--- config.mk ---
export PLATFORM = sky130hd
export DESIGN_NAME = memory_access_controller_flat
export DESIGN_NICKNAME = d
export VERILOG_FILES = /design/src/rtl/memory_access_controller_if.sv /design/src/rtl/memory_access_controller.sv /design/src/flat_wrapper.sv
export SDC_FILE = /design/constraint.sdc
export NUM_CORES = 1
export LEC_CHECK = 0
export CAP_MARGIN = 30
export CORE_MARGIN = 5
export CORE_UTILIZATION = 54
export CTS_BUF_LIST = sky130_fd_sc_hd__clkbuf_16
export DETAILED_ROUTE_END_ITERATION = 10
export GPL_TIMING_DRIVEN = 0
export HOLD_SLACK_MARGIN = 0.06
export PLACE_DENSITY = 0.86
export SYNTH_ARGS = -nofsm -noshare
export SYNTH_HDL_FRONTEND = slang
export SYNTH_SLANG_ARGS = --single-unit
export TNS_END_PERCENT = 5
--- constraint.sdc ---
create_clock -name clk -period 6.3 [get_ports clk]
set_input_delay 1.89 -clock clk [delete_from_list [all_inputs] [get_ports clk]]
set_output_delay 1.89 -clock clk [all_outputs]
set_load 0.01 [all_outputs]
--- src/rtl/memory_access_controller_if.sv ---
// Access-width type and the word-addressed data-memory bus between the controller
// (master) and the memory (slave).
package memory_access_controller_pkg;
  typedef enum logic [1:0] {
    MAW_BYTE = 2'd0,
    MAW_HALF = 2'd1,
    MAW_WORD = 2'd2
  } memory_access_width_t;
endpackage

interface memory_access_controller_if #(
  parameter int ADDR_WIDTH = 32
);
  logic                  mem_req_valid;
  logic                  mem_req_ready;
  logic [ADDR_WIDTH-1:0] mem_addr;
  logic                  mem_we;
  logic [3:0]            mem_be;
  logic [31:0]           mem_wdata;
  logic                  mem_rsp_valid;
  logic [31:0]           mem_rdata;

  modport master (output mem_req_valid, mem_addr, mem_we, mem_be, mem_wdata,
                  input  mem_req_ready, mem_rsp_valid, mem_rdata);
  modport slave  (input  mem_req_valid, mem_addr, mem_we, mem_be, mem_wdata,
                  output mem_req_ready, mem_rsp_valid, mem_rdata);
endinterface

--- src/rtl/memory_access_controller.sv ---
// Data-memory access sequencer: aligns stores onto 32-bit lanes, splits word-crossing
// accesses into two bus transactions and returns merged, extended load data.
module memory_extension
  import memory_access_controller_pkg::*;
(
  input  logic [31:0]          i_data,
  input  memory_access_width_t i_width,
  input  logic                 i_signed,
  output logic [31:0]          o_data
);
  always_comb begin
    o_data = i_data;
    case (i_width)
      MAW_BYTE: o_data = {{24{i_signed & i_data[7]}}, i_data[7:0]};
      MAW_HALF: o_data = {{16{i_signed & i_data[15]}}, i_data[15:0]};
      default:  o_data = i_data;
    endcase
  end
endmodule

module memory_access_controller
  import memory_access_controller_pkg::*;
#(
  parameter  int ADDR_WIDTH = 32,
  localparam int WORD_WIDTH = 32
) (
  input  logic                       clk,
  input  logic                       rst,
  input  logic                       i_req_valid,
  output logic                       o_req_ready,
  input  logic [ADDR_WIDTH-1:0]      i_req_addr,
  input  logic                       i_req_write,
  input  memory_access_width_t       i_req_width,
  input  logic                       i_req_signed,
  input  logic [WORD_WIDTH-1:0]      i_req_wdata,
  output logic                       o_rsp_valid,
  output logic [WORD_WIDTH-1:0]      o_rsp_rdata,
  memory_access_controller_if.master mem_if
);
  // S_EXT registers the extended result so RESP drives it straight from a flop.
  typedef enum logic [2:0] {
    S_IDLE, S_REQ0, S_WAIT0, S_REQ1, S_WAIT1, S_EXT, S_RESP
  } state_t;

  state_t                r_state, w_next;
  logic [ADDR_WIDTH-1:0] r_addr;
  logic                  r_write;
  memory_access_width_t  r_width;
  logic                  r_signed;
  logic [31:0]           r_wdata, r_word0, r_word1, r_rsp_rdata;

  logic [1:0]            w_off;
  logic [3:0]            w_mask;
  logic [7:0]            w_be;
  logic                  w_split;
  logic [63:0]           w_data;
  logic [31:0]           w_raw, w_ext;
  logic [ADDR_WIDTH-1:0] w_base, w_base_hi;

  always_comb begin
    case (r_width)
      MAW_BYTE: w_mask = 4'b0001;
      MAW_HALF: w_mask = 4'b0011;
      default:  w_mask = 4'b1111;
    endcase
  end

  // Lane maps are built on the {hi,lo} word pair; the upper half belongs to REQ1.
  assign w_off     = r_addr[1:0];
  assign w_be      = {4'b0000, w_mask} << w_off;
  assign w_split   = |w_be[7:4];
  assign w_data    = {32'b0, r_wdata} << {w_off, 3'b000};
  assign w_raw     = 32'({r_word1, r_word0} >> {w_off, 3'b000});
  assign w_base    = {r_addr[ADDR_WIDTH-1:2], 2'b00};
  assign w_base_hi = w_base + ADDR_WIDTH'(4);

  memory_extension u_ext (
    .i_data  (w_raw),
    .i_width (r_width),
    .i_signed(r_signed),
    .o_data  (w_ext)
  );

  always_ff @(posedge clk) begin
    if (rst) r_state <= S_IDLE;
    else     r_state <= w_next;
  end

  always_comb begin
    w_next = r_state;
    case (r_state)
      S_IDLE:  if (i_req_valid)          w_next = S_REQ0;
      S_REQ0:  if (mem_if.mem_req_ready) w_next = S_WAIT0;
      S_WAIT0: if (mem_if.mem_rsp_valid) w_next = w_split ? S_REQ1 : S_EXT;
      S_REQ1:  if (mem_if.mem_req_ready) w_next = S_WAIT1;
      S_WAIT1: if (mem_if.mem_rsp_valid) w_next = S_EXT;
      S_EXT:                             w_next = S_RESP;
      default:                           w_next = S_IDLE;
    endcase
  end

  always_comb begin
    o_req_ready          = (r_state == S_IDLE);
    o_rsp_valid          = 1'b0;
    o_rsp_rdata          = '0;
    mem_if.mem_req_valid = 1'b0;
    mem_if.mem_addr      = '0;
    mem_if.mem_we        = 1'b0;
    mem_if.mem_be        = 4'h0;
    mem_if.mem_wdata     = 32'h0;
    case (r_state)
      S_REQ0: begin
        mem_if.mem_req_valid = 1'b1;
        mem_if.mem_addr      = w_base;
        mem_if.mem_we        = r_write;
        mem_if.mem_be        = w_be[3:0];
        mem_if.mem_wdata     = r_write ? w_data[31:0] : 32'h0;
      end
      S_REQ1: begin
        mem_if.mem_req_valid = 1'b1;
        mem_if.mem_addr      = w_base_hi;
        mem_if.mem_we        = r_write;
        mem_if.mem_be        = w_be[7:4];
        mem_if.mem_wdata     = r_write ? w_data[63:32] : 32'h0;
      end
      S_RESP: begin
        o_rsp_valid = 1'b1;
        o_rsp_rdata = r_rsp_rdata;
      end
      default: ;
    endcase
  end

  always_ff @(posedge clk) begin
    if (rst) begin
      r_addr      <= '0;
      r_write     <= 1'b0;
      r_width     <= MAW_BYTE;
      r_signed    <= 1'b0;
      r_wdata     <= '0;
      r_word0     <= '0;
      r_word1     <= '0;
      r_rsp_rdata <= '0;
    end else begin
      if (r_state == S_IDLE && i_req_valid) begin
        r_addr   <= i_req_addr;
        r_write  <= i_req_write;
        r_width  <= i_req_width;
        r_signed <= i_req_signed;
        r_wdata  <= i_req_wdata;
        r_word0  <= '0;
        r_word1  <= '0;
      end
      if (r_state == S_WAIT0 && mem_if.mem_rsp_valid) r_word0 <= mem_if.mem_rdata;
      if (r_state == S_WAIT1 && mem_if.mem_rsp_valid) r_word1 <= mem_if.mem_rdata;
      if (r_state == S_EXT) r_rsp_rdata <= r_write ? 32'h0 : w_ext;
    end
  end
endmodule

--- src/flat_wrapper.sv ---
// flat-port wrapper written by rule: the top's interface ports become plain ports
module memory_access_controller_flat import memory_access_controller_pkg::*;
#(
  parameter  int ADDR_WIDTH = 32,
  localparam int WORD_WIDTH = 32
)
  (clk, rst, i_req_valid, o_req_ready, i_req_addr, i_req_write, i_req_width, i_req_signed, i_req_wdata, o_rsp_valid, o_rsp_rdata, mem_if_mem_req_valid, mem_if_mem_addr, mem_if_mem_we, mem_if_mem_be, mem_if_mem_wdata, mem_if_mem_req_ready, mem_if_mem_rsp_valid, mem_if_mem_rdata);
  memory_access_controller_if #(.ADDR_WIDTH(ADDR_WIDTH)) mem_if_i ();
  input  logic clk;
  input  logic rst;
  input  logic i_req_valid;
  output logic o_req_ready;
  input  logic [ADDR_WIDTH-1:0] i_req_addr;
  input  logic i_req_write;
  input  memory_access_width_t i_req_width;
  input  logic i_req_signed;
  input  logic [WORD_WIDTH-1:0] i_req_wdata;
  output logic o_rsp_valid;
  output logic [WORD_WIDTH-1:0] o_rsp_rdata;
  output wire logic [$bits(mem_if_i.mem_req_valid)-1:0] mem_if_mem_req_valid;
  output wire logic [$bits(mem_if_i.mem_addr)-1:0] mem_if_mem_addr;
  output wire logic [$bits(mem_if_i.mem_we)-1:0] mem_if_mem_we;
  output wire logic [$bits(mem_if_i.mem_be)-1:0] mem_if_mem_be;
  output wire logic [$bits(mem_if_i.mem_wdata)-1:0] mem_if_mem_wdata;
  input wire logic [$bits(mem_if_i.mem_req_ready)-1:0] mem_if_mem_req_ready;
  input wire logic [$bits(mem_if_i.mem_rsp_valid)-1:0] mem_if_mem_rsp_valid;
  input wire logic [$bits(mem_if_i.mem_rdata)-1:0] mem_if_mem_rdata;
  assign mem_if_mem_req_valid = mem_if_i.mem_req_valid;
  assign mem_if_mem_addr = mem_if_i.mem_addr;
  assign mem_if_mem_we = mem_if_i.mem_we;
  assign mem_if_mem_be = mem_if_i.mem_be;
  assign mem_if_mem_wdata = mem_if_i.mem_wdata;
  assign mem_if_i.mem_req_ready = mem_if_mem_req_ready;
  assign mem_if_i.mem_rsp_valid = mem_if_mem_rsp_valid;
  assign mem_if_i.mem_rdata = mem_if_mem_rdata;
  memory_access_controller #(.ADDR_WIDTH(ADDR_WIDTH)) u_core (.clk(clk), .rst(rst), .i_req_valid(i_req_valid), .o_req_ready(o_req_ready), .i_req_addr(i_req_addr), .i_req_write(i_req_write), .i_req_width(i_req_width), .i_req_signed(i_req_signed), .i_req_wdata(i_req_wdata), .o_rsp_valid(o_rsp_valid), .o_rsp_rdata(o_rsp_rdata), .mem_if(mem_if_i));
endmodule
---- Word-level counts from Yosys, hierarchy flattened ----
Index checks and enable logic that the tools add are counted.
word-level totals
  register bits after elaboration ......... 167
  input bits .............................. 105
  output and inout port bits .............. 104
  logic and storage cells ................. 59
cells by class
  add/subtract/negate cells ............... 1
  equal/unequal tests ..................... 12
  shift operators ......................... 3
  multiplexer cells ....................... 22
  bitwise logic cells ..................... 2
  reductions and logical operators ........ 10
operators with widths
  operator               number
  $mux 32                7
  $pmux 32 s2            3
  $shl 32x5->64          1
  $shr 64x5->32          1
  $add 32x3->32 const B  1
  $mux 3                 6
  $pmux 3 s6             1
  $pmux 4 s2             2
  $ne 2x2->1 const B     5
  $eq 3x3->1 const B     3
  $shl 4x2->8            1
  $eq 3x2->1 const B     2
  $reduce_and 5->1       1
  $reduce_bool 2->1      2
  $reduce_or 4->1        1
  $eq 3x1->1 const B     1
  $logic_and 1x1->1      3
  $logic_not 3->1        1
  $mux 1                 3
  $and 1x1->1            2
  $eq 2x1->1 const B     1
  $logic_not 2->1        1
  $reduce_or 2->1        1

---- Longest topological paths before layout ----
Gate-level depths: netlist of the first run.
  depth after elaboration ................. 7
  gate-level depth with buffers ........... 8
  depth with buffers taken out ............ 5

---- Modules after synthesis ----
A second synthesis of the first run with hierarchy kept.
second synthesis, totals
  cell total of the unflattened synthesis .. 1173
  area, all modules ....................... 9026.2 µm²
modules (own cells, without submodules)
  module                    instances  cells an instance  area an instance (µm²)  seq. area each (µm²)
  memory_access_controller  1          1107               8640.8                  3183.1
  memory_extension          1          66                 385.4                   0.0

---- Least setup slack after synthesis of the first run ----
No wires, ideal clock.
  kind .................................... register to output
  start ................................... register u_core.r_addr[2]
  end ..................................... output port mem_if_mem_addr[30]
  data arrival time ....................... 1706 ps
  required time ........................... 4410 ps
  path slack .............................. 2704 ps
  stages on the path, launching flop included .. 8
  buffers on the path ..................... 2
  cells stage by stage .................... dfxtp_1 ha_1 and3_1 buf_4 nand3_4 buf_6 or4_1 a21oi_1
between the ends
  cells in the longest elaborated chain, start to end .. 2
ends and longest elaborated chain
  item                    RTL line                         text
  from (decl)             memory_access_controller.sv:46   logic [ADDR_WIDTH-1:0] r_addr;
  from (signal assigned)  memory_access_controller.sv:146  r_addr <= i_req_addr;
  $add 32x3->32           memory_access_controller.sv:75   assign w_base_hi = w_base + ADDR_WIDTH'(4);
  $pmux 32 s2             memory_access_controller.sv:111  case (r_state)
  to (decl)               flat_wrapper.sv:21               output wire logic [$bits(mem_if_i.mem_addr)-1:0] mem_if_mem_addr;
Every way passes these cells.

---- Worst setup path in the final report of the first run ----
  start ................................... register u_core.r_state[1]
  end ..................................... output port mem_if_mem_be[0]
between the ends
  cells in the longest elaborated chain, start to end .. 2
  elaborated cells on any way between the ends .. 3
  those cells by class .................... 2 x eq/ne; 1 x mux
ends and longest elaborated chain
  item                                             RTL line                         text
  from (decl)                                      memory_access_controller.sv:45   state_t r_state, w_next;
  from (signal assigned)                           memory_access_controller.sv:86   else r_state <= w_next;
  $eq 3x2->1 / $eq 3x1->1 (equally long branches)  memory_access_controller.sv:111
  $pmux 4 s2 *                                     memory_access_controller.sv:111
  to (decl)                                        flat_wrapper.sv:23               output wire logic [$bits(mem_if_i.mem_be)-1:0] mem_if_mem_be;
Mark *: on every way between the ends. The rest lies on a longest branch, timed or not.

==> results of run 1 <==
## cell usage after synthesis, drive strengths merged (2+ instances only)
| cell | n | area (sq um) |
|---|---|---|
| o311ai | 2 | 25.0 |
| o21ai | 3 | 15.0 |
| or3 | 5 | 31.3 |
| a21oi | 189 | 946 |
| xnor2 | 3 | 26.3 |
| mux4 | 29 | 653 |
| nand2b | 6 | 37.5 |
| nor2 | 50 | 188 |
| nor2b | 2 | 12.5 |
| and4 | 6 | 55.1 |
| o22ai | 2 | 12.5 |
| mux2i | 25 | 250 |
| nor3b | 3 | 27.5 |
| o2bb2ai | 9 | 78.8 |
| o31ai | 12 | 90.1 |
| o21a | 5 | 37.5 |
| or4 | 11 | 82.6 |
| nor4 | 6 | 43.8 |
| and3 | 7 | 46.3 |
| nand2 | 224 | 841 |
| or3b | 8 | 70.1 |
| buf | 48 | 259 |
| nand3 | 80 | 413 |
| dfxtp | 159 | 3180 |
| xor2 | 9 | 78.8 |
| a211oi | 6 | 45.0 |
| nor3 | 8 | 40.0 |
| and2 | 41 | 257 |
| nand4 | 15 | 100 |
| a22oi | 27 | 203 |
| inv | 9 | 33.8 |
| mux2 | 16 | 180 |
| clkbuf | 58 | 229 |
## critical path: cells and delay by family (launching register included)
kind | cells | cell delay (ps)
DFF | 1 | 410
buffers and inverters | 4 | 1880
and+or+nand+nor | 1 | 110
AOI/OAI and AO/OA | 1 | 250
## state kept, by name, indices dropped and copies added, names as in the netlist
name,count
u_core.r_word1,24
u_core.r_wdata,32
u_core.r_write,1
u_core.r_signed,1
u_core.r_word0,32
u_core.r_addr,32
u_core.r_state,3
u_core.r_width,2
u_core.r_rsp_rdata,32
## placed cells by master, fill, tap and decap left out, types with 6 or more instances in the layout
cell type	count
sky130_fd_sc_hd__nand2_1	224
sky130_fd_sc_hd__clkdlybuf4s50_1	205
sky130_fd_sc_hd__a21oi_1	189
sky130_fd_sc_hd__dfxtp_1	159
sky130_fd_sc_hd__nand3_1	79
sky130_fd_sc_hd__clkbuf_1	56
sky130_fd_sc_hd__nor2_1	50
sky130_fd_sc_hd__and2_1	41
sky130_fd_sc_hd__buf_2	30
sky130_fd_sc_hd__mux4_2	29
sky130_fd_sc_hd__a22oi_1	27
sky130_fd_sc_hd__mux2i_1	25
sky130_fd_sc_hd__clkbuf_16	17
sky130_fd_sc_hd__mux2_2	16
sky130_fd_sc_hd__nand4_1	14
sky130_fd_sc_hd__o31ai_1	12
sky130_fd_sc_hd__or4_1	11
sky130_fd_sc_hd__inv_1	9
sky130_fd_sc_hd__buf_1	9
sky130_fd_sc_hd__xor2_1	9
sky130_fd_sc_hd__o2bb2ai_1	9
sky130_fd_sc_hd__nor3_1	8
sky130_fd_sc_hd__or3b_2	8
sky130_fd_sc_hd__buf_4	7
sky130_fd_sc_hd__nand2b_1	6
sky130_fd_sc_hd__a211oi_1	6
sky130_fd_sc_hd__inv_6	6
## metal layers
metal | wire length, um | vias to the layer above | track usage
met3 | 3550 | 81 | 0.0651
met2 | 14500 | 613 | 0.522
li1 | - | 4309 | -
met5 | 0 | - | 0
met4 | 829 | 0 | 0.110
met1 | 12100 | 4382 | 0.435
## report_power, final
part           internal [uW]  total, uW  leakage, uW  switching [uW]
clock network            597       1060     0.000293             463
logic                    202        497      0.00225             295
registers               1050       1100      0.00129            51.8
## through the flow
stage               std cells  hold WS, ps  instance area, sq um
floorplan                1097          424                  8700
global placement         1518          439                 11000
detailed placement       1518          441                 11000
CTS                      1550          461                 11600
global route             1550          494                 11600
finish                   1550          463                 11600
## cell type report
cell class	instances	area, sq um
buffer	106	488
multi-input combinational	823	5000
clock inverter	15	174
sequential	159	3180
inverter	9	33.8
timing repair buffer	205	2050
tap	216	270
fill	1212	4200
clock buffer	17	425
## kinds of logic (layout without fill, tap and decap cells)
family                   Yosys count  count (layout)  share of synthesized area
XOR/XNOR                          12              12                     0.0121
adder cells (fa/ha/maj)            1               1                    0.00144
AND/OR/NAND/NOR                  475             475                      0.261
multiplexers                      70              70                      0.125
AO/OA/AOI/OAI                    263             263                      0.175
buffers and inverters            115             352                     0.0600
flip-flops                       159             159                      0.366
other                              1               2                   0.000431
## how the worst min path moves through the flow
stage	from	slack [ps]	cells after the start	to
after floorplan	u_core.r_rsp_rdata[10]	420	1	u_core.r_rsp_rdata[10]
after detailed placement	u_core.r_rsp_rdata[15]	440	1	u_core.r_rsp_rdata[15]
after global routing	u_core.r_rsp_rdata[15]	490	1	u_core.r_rsp_rdata[15]
after CTS	u_core.r_rsp_rdata[15]	460	1	u_core.r_rsp_rdata[15]
after global placement	u_core.r_rsp_rdata[15]	440	1	u_core.r_rsp_rdata[15]
final	u_core.r_rsp_rdata[15]	460	1	u_core.r_rsp_rdata[15]
==> out/metrics.sh, run 1 <==
RUN_STATUS='finished, final reports clean'
SYNTH_CELLS=1096
INITIALDRTVIOLATIONCOUNT=1284
CRITICAL_PATH_STARTPOINT_CATEGORY='flip-flop'
FINALHOLDVIOLATIONS=0
WORST_CLOCK_SKEW_PS=9.86
POWER_DENSITY_nW_PER_UM2=229
CTSHOLDBUFFERS=0
ROUTED_WIRE_LENGTH_PER_INSTANCE_UM=20.0
CP_SLOWEST_CELL='sky130_fd_sc_hd__clkdlybuf4s50_1'
POST_CTS_RESIZE_COUNT=0
INITIAL_UTILIZATION=0.550
CRIT_TOP_CELL='sky130_fd_sc_hd__clkbuf_1'
WORST-SETUP-PATH-TYPE='reg2out'
TRITONCTS_NUM_SINKS=159
TIGHTESTPINTRANSITION_PS=739
TNS_PS=0
WORST-R2R-CELL-COUNT=7
CLOCK_PIN_SLEW_ON_THE_WORST_SETUP_AND_HOLD_PATHS_PS=70
DRT-TOTAL-WL_UM=30900
GRT_FIRST_PASS_WIRELENGTH_UM=47300
ANTENNA_CELLS_INSERTED=0
VIAS_PER_CELL=6.05
SYNTH-SEQ-AREA-SHARE=0.366
NUMPORTBUFFERS=205
GLOBALROUTEOVERFLOWTOTAL=0
POST_CTS_SETUP_BUFFERS=0
MAXCLOCKFREQUENCY_MHz=201
H_TREE_LEVELS=4
WORSTREG2REGEND='u_core.r_addr[16]'
POST_SYNTH_NUM_CELL_TYPES=58
TIMING.CRITICAL_PATH.FROM='u_core.r_state[1]'
GRT_ANTENNA_BEFORE_REPAIR=0
CAP_VIOLATIONS=0
DIEAREA_SQ_UM=18700
MIN_PERIOD_PS=4970
SYNTH_AREA_PER_CELL_SQ_UM=7.94
FINAL_NET_COUNT=1427
SYNTH-ASYNC-RESET-RATIO=0
DIE_HEIGHT_UM=137
WORSTREG2REGSTART='u_core.r_state[2]'
SYNTH_EDF_COUNT=0
FLOORPLAN.CORE_AREA_SQ_UM=15800
POWER_uW=2660
TIMING.FINAL.SETUP_VIOLATIONS=0
HPWLAFTERDP_UM=23200
CRIT_PATH_CELL_TRACE='clkbuf_1 -> clkbuf_1 -> buf_2 -> nor2_1 -> a211oi_1 -> clkdlybuf4s50_1'
VDD_IR_DROP_MAX_uV=211
VIAS=9385
RSZ0062_AT_GRT='no'
HP-CLASS='reg2reg'
CRITICAL_PATH_ARRIVAL_PS=3080
SYNTH-MAIN-FF-CELL='sky130_fd_sc_hd__dfxtp_1'
TOTAL_OF_WARNINGS_RAISED_BY_YOSYS=0
PIN_COUNT=209
GPL.FINAL_WEIGHTED_CONGESTION=0.951
FINAL_CRITICAL_PATH_SETUP_SLACK_PS=1330
SYNTH_SEQ_CELLS=159
FIN_CRIT_SH=0.790
CTS.PATH.MAX_BUFFERS=2
CHIPWIDTH_UM=137
MAX_STAGE_DELAY_PS=650
CRITPATHCAPTURE='mem_if_mem_be[0]'
CTS_TREE='yes'
DETAILEDROUTE.FIRSTPASSITERATIONCOUNT=5
FIRST_GLOBAL_VIAS=8688
FINAL_ANTENNA_NET_COUNT=0
STATIC-LEAKAGE-POWER_uW=0.00384
WORST-PATH-MAX-FANOUT=10
MAXSLEWHEADROOM=0.507
DRC=0
CP_DATA_REQUIRED_TIME_PS=4410
FLOW.AREA_GROWTH_FROM_SYNTHESIS_PCT=33.6
WORSTSKEWPAIRLATENCY_PS=440
ENDPOINT_KIND='output pin'
RRSETUPSLACK_PS=4090
FRACTION_OF_FINAL_LAYOUT_CELLS_SIZED_BEYOND_DRIVE_STRENGTH_1=0.102
GR-USAGE-ALL-LAYERS=0.324
MAXSLEWVIOLCOUNT=0
NUMBER_OF_BUFFERS_CREATED_BY_CTS=17
CLOCK-ROOT-BUFFER='sky130_fd_sc_hd__clkbuf_16'
ROWS=46
SYN_AREA_SQ_UM=8700
LARGEST_NET_DEGREE_AT_THE_START_OF_GLOBAL_ROUTING=17
FINAL_CORE_UTILIZATION=0.734
WORST_SLACK_AT_PLACEMENT_PS=1960
No activity file was read; power rests on OpenSTA's default activity.
==> run 2, diff against run 1 <==
--- a/config.mk
+++ b/config.mk
@@ -7,12 +7,12 @@
 export LEC_CHECK = 0
 export CAP_MARGIN = 30
 export CORE_MARGIN = 5
-export CORE_UTILIZATION = 54
+export CORE_UTILIZATION = 46
 export CTS_BUF_LIST = sky130_fd_sc_hd__clkbuf_16
 export DETAILED_ROUTE_END_ITERATION = 10
 export GPL_TIMING_DRIVEN = 0
 export HOLD_SLACK_MARGIN = 0.06
-export PLACE_DENSITY = 0.86
+export PLACE_DENSITY = 0.78
 export SYNTH_ARGS = -nofsm -noshare
 export SYNTH_HDL_FRONTEND = slang
 export SYNTH_SLANG_ARGS = --single-unit
==> constraint.sdc (replaced) <==
create_clock -name clk -period 4.4 [get_ports clk]
set_input_delay 1.32 -clock clk [delete_from_list [all_inputs] [get_ports clk]]
set_output_delay 1.32 -clock clk [all_outputs]
set_load 0.01 [all_outputs]
==> run 2 against run 1 <==
  * Combinational power is 44% higher
  * Final cell count is 1.2% higher
  * Wire length is 1.8% higher
  * Via count is 0.39% lower
  * Final area is 0.37% higher
  * Largest cell class unchanged
==> out/metrics.sh, run 2 (synthesis results as in run 1) <==
NUMPORTBUFFERS=205  # unchanged
MAXCLOCKFREQUENCY_MHz=229
MAXSLEWHEADROOM=0.511  # was 0.507
FRACTION_OF_FINAL_LAYOUT_CELLS_SIZED_BEYOND_DRIVE_STRENGTH_1=0.103  # was 0.102
FILLERS=1611  # was 1212
POSTPLACECELLAREA_SQ_UM=11000  # about the same
VIAS_PER_CELL=5.96  # was 6.05
DIE_HEIGHT_UM=148  # was 137 um
TIMING.FINAL.SETUP_VIOLATIONS=0  # unchanged
FINAL_CRITICAL_PATH_SETUP_SLACK_PS=34.2  # was 1330 ps
COMB_POWER_SHARE=0.186  # was 0.187
CHIPWIDTH_UM=148  # was 137 um
WORSTREG2REGSTART='u_core.r_state[2]'  # unchanged
SWITCHING_SHARE=0.299  # was 0.304
CRITPATHCAPTURE='mem_if_mem_be[0]'  # unchanged
LAYOUT.AREA.SEQ_SQ_UM=3180  # unchanged
CRIT_PATH_CELL_TRACE='clkbuf_1 -> buf_1 -> buf_2 -> nor2_1 -> a211oi_1 -> clkdlybuf4s50_1'  # was clkbuf_1 -> clkbuf_1 -> buf_2 -> nor2_1 -> a211oi_1 -> clkdlybuf4s50_1
VDD_IR_DROP_MAX_uV=307  # was 211 uV
VIAS=9348  # was 9385
DRC=0  # unchanged
GRT_FIRST_PASS_WIRELENGTH_UM=48900  # was 47300 um
GRT_ANTENNA_BEFORE_REPAIR=0  # unchanged
GPL.FINAL_WEIGHTED_CONGESTION=0.929  # was 0.951
MIN_PERIOD_PS=4370
FIN_CRIT_SH=0.992
CP_SLOWEST_CELL='sky130_fd_sc_hd__clkdlybuf4s50_1'  # unchanged
CRITICAL_PATH_ARRIVAL_PS=3050  # was 3080 ps
FIRST_GLOBAL_VIAS=8827  # was 8688
WORST_SLACK_AT_PLACEMENT_PS=544  # was 1960 ps
POST_CTS_SETUP_BUFFERS=0  # unchanged
HPWLAFTERDP_UM=23600  # was 23200 um
CP_DATA_REQUIRED_TIME_PS=3080  # was 4410 ps
STATIC-LEAKAGE-POWER_uW=0.00385  # was 0.00384 uW
MULTIINPUTGATEAREA_SQ_UM=5000  # about the same
MAXSLEWVIOLCOUNT=0  # unchanged
TRITONCTS_NUM_SINKS=159  # unchanged
GR-USAGE-ALL-LAYERS=0.283  # was 0.324
GLOBALROUTEOVERFLOWTOTAL=0  # unchanged
DETAILEDROUTE.FIRSTPASSITERATIONCOUNT=5  # unchanged
SEQ_POWER_SHARE=0.410  # was 0.415
WORST-R2R-CELL-COUNT=7  # unchanged
WORST_CLOCK_SKEW_PS=9.36  # was 9.86 ps
POWER_DENSITY_nW_PER_UM2=330  # was 229 nW/um^2
CTSHOLDBUFFERS=0  # unchanged
SHARE_CLK_OF_TOTAL_POWER=0.404  # was 0.399
FLOORPLAN.CORE_AREA_SQ_UM=18600  # was 15800 sq um
HP-CLASS='reg2reg'  # unchanged
TNS_PS=0  # unchanged
PIN_COUNT=209  # unchanged
FINAL_ANTENNA_NET_COUNT=0  # unchanged
ANTENNA_CELLS_INSERTED=0  # unchanged
INITIAL_UTILIZATION=0.467  # was 0.550
CAP_VIOLATIONS=0  # unchanged
WORSTSKEWPAIRLATENCY_PS=440  # about the same
ROWS=50  # was 46
CTS.PATH.MAX_BUFFERS=2  # unchanged
RRSETUPSLACK_PS=2230  # was 4090 ps
POWER_REPORT.INTERNAL_TOTAL_uW=2700  # was 1850 uW
WORSTREG2REGEND='u_core.r_wdata[27]'  # was u_core.r_addr[16]
TIMING.CRITICAL_PATH.FROM='u_core.r_state[1]'  # unchanged
FINAL_NET_COUNT=1427  # unchanged
RUN_STATUS='finished, final reports clean'  # unchanged
COMMONEST_NON_FILL_NON_TAP_CELLS_IN_THE_LAYOUT='sky130_fd_sc_hd__nand2_1, sky130_fd_sc_hd__clkdlybuf4s50_1, sky130_fd_sc_hd__a21oi_1'  # unchanged
RSZ0062_AT_GRT='yes'  # was no
ROUTED_WIRE_LENGTH_PER_INSTANCE_UM=20.1  # was 20.0 um
FLOW.AREA_GROWTH_FROM_SYNTHESIS_PCT=34.1  # was 33.6%
SWITCHING_POWER_uW=1150  # was 810 uW
FINISH.INSTANCE_AREA_SQ_UM=11700  # was 11600 sq um
CLOCK-ROOT-BUFFER='sky130_fd_sc_hd__clkbuf_16'  # unchanged
DRT-TOTAL-WL_UM=31500  # was 30900 um
CTS_TREE='yes'  # unchanged
DIEAREA_SQ_UM=21800  # was 18700 sq um
LARGEST_NET_DEGREE_AT_THE_START_OF_GLOBAL_ROUTING=17  # unchanged
TIGHTESTPINTRANSITION_PS=733  # was 739 ps
H_TREE_LEVELS=4  # unchanged
WORST-SETUP-PATH-TYPE='reg2out'  # unchanged
INITIALDRTVIOLATIONCOUNT=881  # was 1284
NUMBER_OF_BUFFERS_CREATED_BY_CTS=17  # unchanged
MAX_STAGE_DELAY_PS=650  # about the same
CLOCK_PIN_SLEW_ON_THE_WORST_SETUP_AND_HOLD_PATHS_PS=60  # was 70 ps
POWER_uW=3850  # was 2660 uW
FINALHOLDVIOLATIONS=0  # unchanged
CRITICAL_PATH_STARTPOINT_CATEGORY='flip-flop'  # unchanged
LAYOUT.CELLS.MOST_COMMON='sky130_fd_sc_hd__nand2_1'  # unchanged
ENDPOINT_KIND='output pin'  # unchanged
WORST-PATH-MAX-FANOUT=10  # unchanged
## run 2: area by class of cell
cell class                      instances  area share
Timing Repair Buffer                  205       0.176
Tap cell                              234      0.0251
Buffer                                106      0.0421
Clock buffer                           17      0.0365
Multi-Input combinational cell        823       0.429
Inverter                                9     0.00290
Sequential cell                       159       0.273
Clock inverter                         15      0.0159
## run 2: repair_timing
item                                   4_1_cts  5_1_grt
resized for setup                            1        3
gates cloned                                 0        0
endpoints found under the hold margin        0        0
setup endpoints to repair                    1       10
## run 2: worst min path at each step
stage | startpoint | end | slack (ps) | cells after the start
after detailed placement | u_core.r_rsp_rdata[11] | u_core.r_rsp_rdata[11] | 440 | 1
after CTS | u_core.r_rsp_rdata[11] | u_core.r_rsp_rdata[11] | 460 | 1
after floorplan | u_core.r_rsp_rdata[10] | u_core.r_rsp_rdata[10] | 420 | 1
after global routing | u_core.r_rsp_rdata[8] | u_core.r_rsp_rdata[8] | 470 | 1
final | u_core.r_rsp_rdata[8] | u_core.r_rsp_rdata[8] | 460 | 1
after global placement | u_core.r_rsp_rdata[11] | u_core.r_rsp_rdata[11] | 440 | 1
## run 2: worst max-delay path, delay by kind of cell, from the launching register on
kind,cells,cell delay [ps]
flip-flops,1,390
AND/OR/NAND/NOR,1,90
buffers and inverters,4,1910
AO/OA/AOI/OAI,1,210
## run 2: per-stage QoR
stage,cells,hold slack (ps),util
global route,1568,467,0.626
floorplan,1097,424,-
finish,1568,459,0.626
global placement,1536,439,0.593
CTS,1568,458,0.626
detailed placement,1536,439,0.593
## run 2: power by group through the flow
stage | combinational (uW) | clock [uW] | sequential, uW
3_5_place_dp | 695 | 0 | 1610
3_3_place_gp | 687 | 0 | 1600
2_1_floorplan | 411 | 0 | 1580
5_1_grt | 766 | 1630 | 1590
4_1_cts | 701 | 1550 | 1570
6_report | 714 | 1560 | 1580
## run 2: metal layers
layer	vias to the layer above	GRT usage	wire length, um
met5	-	0	0
met4	0	0.104	1080
met3	84	0.0674	3090
met2	526	0.452	14400
met1	4407	0.375	13000
li1	4331	-	-
==> run 3, diff against run 2 <==
--- a/config.mk
+++ b/config.mk
@@ -7,12 +7,13 @@
 export LEC_CHECK = 0
 export CAP_MARGIN = 30
 export CORE_MARGIN = 5
-export CORE_UTILIZATION = 46
+export CORE_UTILIZATION = 58
 export CTS_BUF_LIST = sky130_fd_sc_hd__clkbuf_16
 export DETAILED_ROUTE_END_ITERATION = 10
+export DONT_BUFFER_PORTS = 1
 export GPL_TIMING_DRIVEN = 0
 export HOLD_SLACK_MARGIN = 0.06
-export PLACE_DENSITY = 0.78
+export PLACE_DENSITY = 0.76
 export SYNTH_ARGS = -nofsm -noshare
 export SYNTH_HDL_FRONTEND = slang
 export SYNTH_SLANG_ARGS = --single-unit
==> run 3 against run 2 <==
  * Clock power fell by 7%
  * Global-route usage rose by 2.5 points
  * Fmax rose by 8.4%
  * Critical path type unchanged
  * Non-clock buffer count fell by 205
  * Power fell by 6.7%
  * Setup slack improved by 340 ps
  * Critical endpoint unchanged
  * Register-to-register slack got worse by 260 ps
  * Via count fell by 11%
==> out/metrics.sh, run 3 (synthesis results as in run 1) <==
CTSHOLDBUFFERS=0  # unchanged
FINAL_NET_COUNT=1222  # was 1427
POWER_DENSITY_nW_PER_UM2=378  # was 330 nW/um^2
MAXSLEWHEADROOM=0.525  # was 0.511
H_TREE_LEVELS=4  # unchanged
LAYOUT.CELLS.MOST_COMMON='sky130_fd_sc_hd__nand2_1'  # unchanged
RUN_STATUS='finished, final reports clean'  # unchanged
DETAILEDROUTE.FIRSTPASSITERATIONCOUNT=5  # unchanged
TNS_PS=0  # unchanged
ROWS=44  # was 50
POST_CTS_SETUP_BUFFERS=0  # unchanged
CTS_TREE='yes'  # unchanged
DIEAREA_SQ_UM=17500  # was 21800 sq um
FLOORPLAN.CORE_AREA_SQ_UM=14600  # was 18600 sq um
GLOBALROUTEOVERFLOWTOTAL=0  # unchanged
FRACTION_OF_FINAL_LAYOUT_CELLS_SIZED_BEYOND_DRIVE_STRENGTH_1=0.117  # was 0.103
CRITICAL_PATH_STARTPOINT_CATEGORY='flip-flop'  # unchanged
DRC=0  # unchanged
ANTENNA_CELLS_INSERTED=0  # unchanged
FINAL_CRITICAL_PATH_SETUP_SLACK_PS=374  # was 34.2 ps
COMMONEST_NON_FILL_NON_TAP_CELLS_IN_THE_LAYOUT='sky130_fd_sc_hd__nand2_1, sky130_fd_sc_hd__a21oi_1, sky130_fd_sc_hd__dfxtp_1'  # was sky130_fd_sc_hd__nand2_1, sky130_fd_sc_hd__clkdlybuf4s50_1, sky130_fd_sc_hd__a21oi_1
DRT-TOTAL-WL_UM=27900  # was 31500 um
CHIPWIDTH_UM=132  # was 148 um
CAP_VIOLATIONS=0  # unchanged
LARGEST_NET_DEGREE_AT_THE_START_OF_GLOBAL_ROUTING=17  # unchanged
INITIAL_UTILIZATION=0.594  # was 0.467
ENDPOINT_KIND='output pin'  # unchanged
CRITICAL_PATH_ARRIVAL_PS=2710  # was 3050 ps
GRT_FIRST_PASS_WIRELENGTH_UM=43100  # was 48900 um
HPWLAFTERDP_UM=21000  # was 23600 um
WORSTSKEWPAIRLATENCY_PS=430  # was 440 ps
NUMBER_OF_BUFFERS_CREATED_BY_CTS=17  # unchanged
VIAS=8354  # was 9348
FINAL_CORE_UTILIZATION=0.649  # was 0.626
GRT_ANTENNA_BEFORE_REPAIR=0  # unchanged
INITIALDRTVIOLATIONCOUNT=825  # was 881
STATIC-LEAKAGE-POWER_uW=0.00308  # was 0.00385 uW
POST_CTS_RESIZE_COUNT=0  # was 1
WORST_SLACK_AT_PLACEMENT_PS=898  # was 544 ps
MAXSLEWVIOLCOUNT=0  # unchanged
CTS.PATH.MAX_BUFFERS=2  # unchanged
GPL.FINAL_WEIGHTED_CONGESTION=0.962  # was 0.929
WORST-SETUP-PATH-TYPE='reg2out'  # unchanged
HP-CLASS='reg2reg'  # unchanged
FINISH.INSTANCE_AREA_SQ_UM=9500  # was 11700 sq um
FINAL_ANTENNA_NET_COUNT=0  # unchanged
DIE_HEIGHT_UM=132  # was 148 um
TIGHTESTPINTRANSITION_PS=713  # was 733 ps
WORST_CLOCK_SKEW_PS=8.59  # was 9.36 ps
FLOW.AREA_GROWTH_FROM_SYNTHESIS_PCT=9.25  # was 34.1%
MIN_PERIOD_PS=4030  # was 4370 ps
CLOCK-ROOT-BUFFER='sky130_fd_sc_hd__clkbuf_16'  # unchanged
CLOCK_PIN_SLEW_ON_THE_WORST_SETUP_AND_HOLD_PATHS_PS=70  # was 60 ps
TRITONCTS_NUM_SINKS=159  # unchanged
FIRST_GLOBAL_VIAS=7680  # was 8827
TIMING.FINAL.SETUP_VIOLATIONS=0  # unchanged
WORST-PATH-MAX-FANOUT=10  # unchanged
ROUTED_WIRE_LENGTH_PER_INSTANCE_UM=21.2  # was 20.1 um
MAXCLOCKFREQUENCY_MHz=248  # was 229 MHz
RSZ0062_AT_GRT='no'  # was yes
FIN_CRIT_SH=0.915  # was 0.992
VDD_IR_DROP_MAX_uV=265  # was 307 uV
PIN_COUNT=209  # unchanged
POWER_uW=3590  # was 3850 uW
FINALHOLDVIOLATIONS=0  # unchanged
POSTPLACECELLAREA_SQ_UM=8930  # was 11000 sq um
CP_DATA_REQUIRED_TIME_PS=3080  # about the same
GR-USAGE-ALL-LAYERS=0.308  # was 0.283
VIAS_PER_CELL=6.36  # was 5.96
NUMPORTBUFFERS=0  # was 205
run 3: stage by stage:
| step | instances | hold WS, ps |
|---|---|---|
| 2_1_floorplan | 1097 | 424 |
| 3_3_place_gp | 1281 | 446 |
| 3_5_place_dp | 1281 | 444 |
| 4_1_cts | 1313 | 464 |
| 5_1_grt | 1313 | 474 |
| 6_report | 1313 | 459 |
run 3: layout make-up:
cell class	count	area (sq um)
Multi-Input combinational cell	823	5000
Tap cell	184	230
Fill cell	1333	5140
Buffer	106	488
Inverter	9	33.8
Clock inverter	15	145
Clock buffer	17	425
Sequential cell	159	3180
run 3: per-layer routing:
layer	up-vias	share of wire	global-route usage	wire (um)
li1	3918	-	-	-
met1	3883	0.40	0.412	11200
met2	487	0.45	0.473	12500
met3	66	0.12	0.100	3310
met4	0	0.030	0.103	825
met5	-	0	0	0
run 3: where the power goes:
| part | internal, uW | switching [uW] |
|---|---|---|
| clock | 832 | 617 |
| sequential | 1510 | 72.2 |
| combinational | 179 | 385 |
| total | 2520 | 1070 |
run 3: final timing paths:
check | from | endpoint | slack (ps) | cells past startpoint
setup / recovery | u_core.r_state[1] | mem_if_mem_be[0] | 370 | 5
hold / removal | u_core.r_rsp_rdata[9] | u_core.r_rsp_rdata[9] | 460 | 1
setup reg to reg | u_core.r_state[2] | u_core.r_addr[11] | 1970 | 7
hold reg to reg | u_core.r_rsp_rdata[9] | u_core.r_rsp_rdata[9] | 460 | 1
run 3: worst max-delay path, stage by stage, from the launching register on:
cell	delay, ps
sky130_fd_sc_hd__dfxtp_1	400
sky130_fd_sc_hd__clkbuf_1	350
sky130_fd_sc_hd__clkbuf_1	490
sky130_fd_sc_hd__buf_2	390
sky130_fd_sc_hd__nor2_1	90
sky130_fd_sc_hd__a211oi_1	560
